<file path="config.mk">
export PLATFORM = sky130hd
export DESIGN_NAME = alu_issue_ctrl_flat
export DESIGN_NICKNAME = d
export VERILOG_FILES = /design/src/rtl/alu_issue_ctrl_if.sv /design/src/rtl/alu_issue_ctrl.sv /design/src/flat_wrapper.sv
export SDC_FILE = /design/constraint.sdc
export NUM_CORES = 1
export LEC_CHECK = 0
export CORE_ASPECT_RATIO = 0.8
export CORE_UTILIZATION = 41
export DETAILED_ROUTE_END_ITERATION = 8
export GPL_TIMING_DRIVEN = 1
export PLACE_DENSITY_LB_ADDON = 0.12
export SETUP_SLACK_MARGIN = 0.05
export SYNTH_ARGS = -nofsm -noshare
export SYNTH_HDL_FRONTEND = slang
export SYNTH_SLANG_ARGS = --single-unit
</file>
<file path="constraint.sdc">
create_clock -name clk -period 2.2 [get_ports clk]
set_input_delay 0.44 -clock clk [delete_from_list [all_inputs] [get_ports clk]]
set_output_delay 0.44 -clock clk [all_outputs]
set_load 0.005 [all_outputs]
</file>
<file path="src/rtl/alu_issue_ctrl_if.sv">
// Request/response handshake bundle between a requester and alu_issue_ctrl.
// The requester uses the master modport and the issue controller uses the slave modport.
interface alu_issue_ctrl_if #(
    parameter int DATA_W = 32,
    parameter int TAG_W  = 4
);
    logic              in_valid;
    logic              in_ready;
    logic [2:0]        in_op;
    logic [DATA_W-1:0] in_a;
    logic [DATA_W-1:0] in_b;
    logic [TAG_W-1:0]  in_tag;
    logic              out_valid;
    logic              out_ready;
    logic [DATA_W-1:0] out_result;
    logic [TAG_W-1:0]  out_tag;
    logic              out_illegal;

    modport master (
        output in_valid, in_op, in_a, in_b, in_tag, out_ready,
        input  in_ready, out_valid, out_result, out_tag, out_illegal
    );

    modport slave (
        input  in_valid, in_op, in_a, in_b, in_tag, out_ready,
        output in_ready, out_valid, out_result, out_tag, out_illegal
    );
endinterface

</file>
<file path="src/rtl/alu_issue_ctrl.sv">
// Issue front end for the single-cycle ALU: decodes requests, drives operands, holds MULT
// for MUL_LAT cycles and returns the tagged result. Optional perf counters: ALU_ISSUE_PERF_EN.
module alu_issue_ctrl #(
    parameter int DATA_W  = 32,
    parameter int TAG_W   = 4,
    parameter int MUL_LAT = 3
) (
    input  logic              clk,
    input  logic              rst_n,
    alu_issue_ctrl_if.slave   bus,
    output logic [DATA_W-1:0] alu_a,
    output logic [DATA_W-1:0] alu_b,
    output logic [3:0]        alu_ctrl,
    input  logic [DATA_W-1:0] alu_result
`ifdef ALU_ISSUE_PERF_EN
    ,
    output logic [31:0]       perf_ops,
    output logic [31:0]       perf_stall
`endif
);

    typedef enum logic [1:0] {
        IDLE = 2'd0,
        EXEC = 2'd1,
        MUL  = 2'd2,
        DONE = 2'd3
    } state_t;

    localparam logic [2:0] OP_MULT    = 3'b100;
    localparam logic [3:0] CTRL_NONE  = 4'b0000;
    localparam logic [3:0] CTRL_MULT  = 4'b0101;
    localparam logic [3:0] MUL_CNT_LD = 4'(MUL_LAT - 1);

    state_t            r_state;
    state_t            w_state_next;
    logic [3:0]        r_cnt;
    logic [2:0]        r_op;
    logic [TAG_W-1:0]  r_tag;
    logic [DATA_W-1:0] r_a;
    logic [DATA_W-1:0] r_b;
    logic [DATA_W-1:0] r_result;
    logic [TAG_W-1:0]  r_out_tag;
    logic              r_illegal;

    logic              w_in_ready;
    logic              w_out_valid;
    logic [3:0]        w_alu_ctrl;
    logic              w_accept;
    logic              w_in_illegal;
    logic              w_capture;
    logic              w_out_hs;

    function automatic logic [3:0] decode_op(input logic [2:0] op);
        case (op)
            3'b000:  decode_op = 4'b0001;
            3'b001:  decode_op = 4'b0010;
            3'b010:  decode_op = 4'b0011;
            3'b011:  decode_op = 4'b0100;
            3'b100:  decode_op = CTRL_MULT;
            default: decode_op = CTRL_NONE;
        endcase
    endfunction

    assign w_accept     = bus.in_valid & w_in_ready;
    assign w_in_illegal = (bus.in_op > OP_MULT);
    assign w_out_hs     = w_out_valid & bus.out_ready;
    // MUL_LAT=1 loads cnt=0, so the first MUL cycle already captures, matching EXEC.
    assign w_capture    = (r_state == EXEC) || ((r_state == MUL) && (r_cnt == 4'd0));

    always_ff @(posedge clk or negedge rst_n) begin
        if (!rst_n) begin
            r_state <= IDLE;
        end else begin
            r_state <= w_state_next;
        end
    end

    always_comb begin
        w_state_next = r_state;
        case (r_state)
            IDLE: begin
                if (w_accept) begin
                    if (w_in_illegal) begin
                        w_state_next = DONE;
                    end else if (bus.in_op == OP_MULT) begin
                        w_state_next = MUL;
                    end else begin
                        w_state_next = EXEC;
                    end
                end
            end
            EXEC:    w_state_next = DONE;
            MUL:     w_state_next = (r_cnt == 4'd0) ? DONE : MUL;
            DONE:    w_state_next = bus.out_ready ? IDLE : DONE;
            default: w_state_next = IDLE;
        endcase
    end

    always_comb begin
        w_in_ready  = 1'b0;
        w_out_valid = 1'b0;
        w_alu_ctrl  = CTRL_NONE;
        case (r_state)
            IDLE:    w_in_ready  = 1'b1;
            EXEC:    w_alu_ctrl  = decode_op(r_op);
            MUL:     w_alu_ctrl  = CTRL_MULT;
            DONE:    w_out_valid = 1'b1;
            default: w_in_ready  = 1'b0;
        endcase
    end

    always_ff @(posedge clk or negedge rst_n) begin
        if (!rst_n) begin
            r_cnt     <= '0;
            r_op      <= '0;
            r_tag     <= '0;
            r_a       <= '0;
            r_b       <= '0;
            r_result  <= '0;
            r_out_tag <= '0;
            r_illegal <= 1'b0;
        end else begin
            if (w_accept) begin
                r_a   <= bus.in_a;
                r_b   <= bus.in_b;
                r_op  <= bus.in_op;
                r_tag <= bus.in_tag;
                if (w_in_illegal) begin
                    r_result  <= '0;
                    r_illegal <= 1'b1;
                    r_out_tag <= bus.in_tag;
                end
                if (bus.in_op == OP_MULT) begin
                    r_cnt <= MUL_CNT_LD;
                end
            end
            if ((r_state == MUL) && (r_cnt != 4'd0)) begin
                r_cnt <= r_cnt - 4'd1;
            end
            if (w_capture) begin
                r_result  <= alu_result;
                r_illegal <= 1'b0;
                r_out_tag <= r_tag;
            end
        end
    end

`ifdef ALU_ISSUE_PERF_EN
    logic [31:0] r_perf_ops;
    logic [31:0] r_perf_stall;

    always_ff @(posedge clk or negedge rst_n) begin
        if (!rst_n) begin
            r_perf_ops   <= '0;
            r_perf_stall <= '0;
        end else begin
            if (w_out_hs) begin
                r_perf_ops <= r_perf_ops + 32'd1;
            end
            // Cycles spent in the multiplier or waiting on a slow consumer.
            if ((r_state == MUL) || ((r_state == DONE) && !bus.out_ready)) begin
                r_perf_stall <= r_perf_stall + 32'd1;
            end
        end
    end

    assign perf_ops   = r_perf_ops;
    assign perf_stall = r_perf_stall;
`else
    logic w_unused_hs;
    assign w_unused_hs = w_out_hs;
`endif

    assign bus.in_ready    = w_in_ready;
    assign bus.out_valid   = w_out_valid;
    assign bus.out_result  = r_result;
    assign bus.out_tag     = r_out_tag;
    assign bus.out_illegal = r_illegal;
    assign alu_a           = r_a;
    assign alu_b           = r_b;
    assign alu_ctrl        = w_alu_ctrl;

endmodule

</file>
<file path="src/flat_wrapper.sv">
// flat-port wrapper written by rule: the top's interface ports become plain ports
module alu_issue_ctrl_flat 
#(
    parameter int DATA_W  = 32,
    parameter int TAG_W   = 4,
    parameter int MUL_LAT = 3
)
  (clk, rst_n, alu_a, alu_b, alu_ctrl, alu_result, bus_in_valid, bus_in_op, bus_in_a, bus_in_b, bus_in_tag, bus_out_ready, bus_in_ready, bus_out_valid, bus_out_result, bus_out_tag, bus_out_illegal);
  alu_issue_ctrl_if #(.DATA_W(DATA_W), .TAG_W(TAG_W)) bus_i ();
  input  logic clk;
  input  logic rst_n;
  output logic [DATA_W-1:0] alu_a;
  output logic [DATA_W-1:0] alu_b;
  output logic [3:0] alu_ctrl;
  input  logic [DATA_W-1:0] alu_result;
  input wire logic [$bits(bus_i.in_valid)-1:0] bus_in_valid;
  input wire logic [$bits(bus_i.in_op)-1:0] bus_in_op;
  input wire logic [$bits(bus_i.in_a)-1:0] bus_in_a;
  input wire logic [$bits(bus_i.in_b)-1:0] bus_in_b;
  input wire logic [$bits(bus_i.in_tag)-1:0] bus_in_tag;
  input wire logic [$bits(bus_i.out_ready)-1:0] bus_out_ready;
  output wire logic [$bits(bus_i.in_ready)-1:0] bus_in_ready;
  output wire logic [$bits(bus_i.out_valid)-1:0] bus_out_valid;
  output wire logic [$bits(bus_i.out_result)-1:0] bus_out_result;
  output wire logic [$bits(bus_i.out_tag)-1:0] bus_out_tag;
  output wire logic [$bits(bus_i.out_illegal)-1:0] bus_out_illegal;
  assign bus_i.in_valid = bus_in_valid;
  assign bus_i.in_op = bus_in_op;
  assign bus_i.in_a = bus_in_a;
  assign bus_i.in_b = bus_in_b;
  assign bus_i.in_tag = bus_in_tag;
  assign bus_i.out_ready = bus_out_ready;
  assign bus_in_ready = bus_i.in_ready;
  assign bus_out_valid = bus_i.out_valid;
  assign bus_out_result = bus_i.out_result;
  assign bus_out_tag = bus_i.out_tag;
  assign bus_out_illegal = bus_i.out_illegal;
  alu_issue_ctrl #(.DATA_W(DATA_W), .TAG_W(TAG_W), .MUL_LAT(MUL_LAT)) u_core (.clk(clk), .rst_n(rst_n), .bus(bus_i), .alu_a(alu_a), .alu_b(alu_b), .alu_ctrl(alu_ctrl), .alu_result(alu_result));
endmodule
</file>
==> impl_metrics.csv <==
group,metric,value,unit
grt,met2_usage,33.4,%
detailed_routing,totalWireLength,11.7,mm
hold_path,holdCritPathClass,"reg -> reg",
sta,slew_headroom,53.1,%
sta,slew_viol_final,0,
grt,antenna_found_initial,0,
hold_path,min_to,"u_core.bus.out_result[21]$_DFFE_PN0P_",
power,peakVddDrop,0.777,mV
hold_path,min-delay-start,"u_core.bus.out_result[21]$_DFFE_PN0P_",
sta,timing.hold.ws,0.493,ns
cts,numCtsBuffers,17,
worst_setup_path,r2r_end,"u_core.bus.out_result[4]$_DFFE_PN0P_",
cts,cts_tree,"done",
worst_setup_path,start_kind,"flop",
final_layout,stdcell_count,688,
detailed_routing,vias,3406,
grt,grt_max_degree,44,
placed_design,post_dp_cell_area,6840,µm²
grt,met1_usage,25.4,%
floorplanning,start_util,43.1,%
sta,layout_setup_ws,0.126,ns
sta,worstMarginPinSlew,0.701,ns
cts,clk_path_buf_depth,2,
final_layout,antenna_cells,0,
placed_design,dp.cells,652,
floorplanning,coreArea,10400,µm²
worst_setup_path,r2r-start,"u_core.r_state[1]$_DFFE_PN0P_",
worst_setup_path,worstSetupPathType,"reg -> out",
logic_synthesis,syn-num-nets,417,
floorplanning,ios,214,
worst_setup_path,worst-r2r-cell-count,6,
detailed_routing,final_antenna_net_count,0,
detailed_routing,routedWlPerCell,17.0,µm
final_layout,design_area,7470,µm²
final_layout,final_common_cell,"clkdlybuf4s50_1",
worst_setup_path,critical_path_depth,5,
logic_synthesis,synth_top_area_share,63.4,%
cts,clk-insertion-delay-late,0.40,ns
floorplanning,dieArea,11400,µm²
grt,grt_pass1_wl,18.1,mm
logic_synthesis,ys_warn_count,0,
detailed_routing,drt_iter0_drc,184,
worst_setup_path,crit_chain,"buf_4 -> ha_4 -> inv_1 -> a21boi_1 -> dlygate4sd2_1",
final_layout,drive_gt1_share,23.2,%
placed_design,dp_hpwl,8.11,mm
hold_path,worstHoldPathCells,1,
worst_setup_path,crit_path_end_kind,"primary output",
worst_setup_path,slowest_delay,0.41,ns
placed_design,dp_slack,-0.276,ns
floorplanning,row_count,33,
grt,gr-usage-all-layers,21.0,%
grt,first_global_vias,3540,
final_layout,final_cell_mix,"207 x clkdlybuf4s50_1, 114 x dfrtp_1, 70 x mux2_2",
worst_setup_path,worstPathArrival,1.63,ns
logic_synthesis,avgSynthCellArea,14.7,µm²
power,p_per_area,1470,nW/µm²
grt,grt_overflow,0,
sta,clock_skew,0.00915,ns
worst_setup_path,r2r_slack,0.20,ns
sta,period_minus_slack,2.07,ns
final_layout,synthToLayoutAreaGrowth,66.1,%
cts,clock-sinks,114,
run_status,outcome,"finished, final reports clean",
final_layout,layout.nets,649,
job,cap_violations,0,
sta,setup_viol,0,
worst_setup_path,crit_required,1.76,ns
logic_synthesis,synthCells,305,
sta,fin_crit_sh,94.3,%
logic_synthesis,synth_seq_area_share,63.4,%
logic_synthesis,syn_area,4500,µm²
cts,h-tree-depth,4,
logic_synthesis,synth.top_cells.by_area,"dfrtp_1 63%, mux2_2 18%, a22o_1 6.2%",
detailed_routing,vias_per_cell,4.95,
final_layout,n_fill_cell,728,
cts,clkTransAtPathRegs,0.05,ns
worst_setup_path,crit_buf_inv,3,
power,p_leak,3.25,nW
detailed_routing,first_pass_iters,4,
placed_design,port_buffers,212,
worst_setup_path,slowest_stage,"dfrtp_1",
grt,grt.busiest_layer,"met2",
worst_setup_path,path_delay_family,"buffers and inverters",
placed_design,gp_congestion,0.820,
worst_setup_path,crit_fanout,6,
floorplanning,die_w,119,µm
logic_synthesis,synth_seq_cells,114,
sta,finalHoldViolations,0,
detailed_routing,drcViolationCount,0,
cts,cts_root_buffer,"clkbuf_16",
logic_synthesis,yosys.cell_types.count,38,
grt,met3_usage,10.8,%
power,fin_total_pwr,11.0,mW
logic_synthesis,yosysTopAreaCell,"dfrtp_1",
sta,timing.fmax,482,MHz
floorplanning,die_y,95.7,µm
sta,rsz0062_at_grt,"false",
==> worst max path at each step <==
stage	end	slack, ns	from
finish	alu_ctrl[2]	0.13	u_core.r_state[1]$_DFFE_PN0P_
global placement	u_core.bus.out_result[0]$_DFFE_PN0P_	-0.17	bus_in_op[0]
detailed placement	u_core.bus.out_result[0]$_DFFE_PN0P_	-0.28	bus_in_op[0]
global route	alu_ctrl[0]	0.07	u_core.r_state[1]$_DFFE_PN0P_
CTS	u_core.bus.out_result[4]$_DFFE_PN0P_	-0.03	u_core.r_state[1]$_DFFE_PN0P_
floorplan	u_core.bus.out_result[10]$_DFFE_PN0P_	0.47	u_core.r_state[0]$_DFFE_PN0P_
==> power breakdown <==
| part | leakage [nW] | switching (mW) | total [mW] | internal (mW) |
|---|---|---|---|---|
| clock network | 0.265 | 0.855 | 2.42 | 1.56 |
| logic | 1.61 | 1.69 | 4.82 | 3.14 |
| registers | 1.37 | 0.580 | 3.74 | 3.16 |
==> cell usage after synthesis <==
master / instances
o21ai_0: 5
nor4bb_1: 1
a31oi_1: 1
xnor2_1: 1
or4_1: 1
nand3_1: 1
buf_6: 4
a22o_1: 32
a2bb2oi_1: 5
or2_2: 1
nor2b_1: 2
nor3b_1: 2
nand3b_1: 1
inv_1: 6
o2111ai_1: 1
nand2_1: 10
clkbuf_1: 3
buf_4: 1
o2111a_1: 1
buf_2: 11
nor2_1: 4
nor3_1: 2
nor3_2: 1
o22ai_1: 2
o21bai_1: 1
or2_1: 1
o31ai_1: 1
dfrtp_1: 114
a21boi_0: 2
a21oi_1: 1
nor4_1: 2
a211o_1: 1
ha_1: 5
conb_1: 1
mux2_2: 70
a211oi_1: 4
and3b_1: 2
nand2b_1: 1
==> kinds of logic (layout without fill, tap and decap cells) <==
family                     Yosys count  after routing  share of synthesized area, %
xor gates and xnor gates             1              1                         0.195
other                                1              1                        0.0834
adders and majority gates            5              5                          1.39
and+or+nand+nor                     32             33                          3.98
AOI/OAI and AO/OA                   57             57                          10.3
DFF                                114            114                          63.4
muxes                               70             70                          17.5
buffers and inverters               25            267                          3.14
==> per-layer routing <==
metal	vias to the layer above	wire length, µm
met5	-	0
met4	0	93
met3	10	1180
met2	150	5560
met1	1670	4840
li1	1576	-
==> area by class of cell <==
| cell class | instances | area, µm² | area share, % |
|---|---|---|---|
| sequential | 114 | 2850 | 38.2 |
| multi-input combinational | 167 | 1570 | 21.0 |
| inverter | 6 | 22.5 | 0.302 |
| clock inverter | 5 | 27.5 | 0.369 |
| tap | 140 | 175 | 2.35 |
| clock buffer | 25 | 505 | 6.77 |
| timing repair buffer | 231 | 2320 | 31.0 |
==> state kept, by name, summed over array words and instances (netlist names) <==
signal                  count
u_core.alu_a               32
u_core.alu_b               32
u_core.bus.out_result      32
u_core.bus.out_tag          4
u_core.r_cnt                4
u_core.r_tag                4
u_core.r_op                 3
u_core.r_state              2
u_core.bus.out_illegal      1
==> per-stage QoR <==
stage | setup TNS, ns | util, %
final | 0 | 71.5
after detailed placement | -8.39 | 65.5
after global placement | -5.51 | 65.5
after global routing | 0 | 71.5
after floorplan | 0 | -
after CTS | -0.0732 | 71.0
==> timing repair <==
item / in CTS / in global routing
setup endpoints to repair: 36 / 36
gates resized for setup: 14 / 4
hold buffers: 1 / 0
cloned: 0 / 1
hold endpoints to repair: 32 / 0
setup buffers: 1 / 3
pin swaps: 18 / 2
No activity file was read; power rests on OpenSTA's default activity.
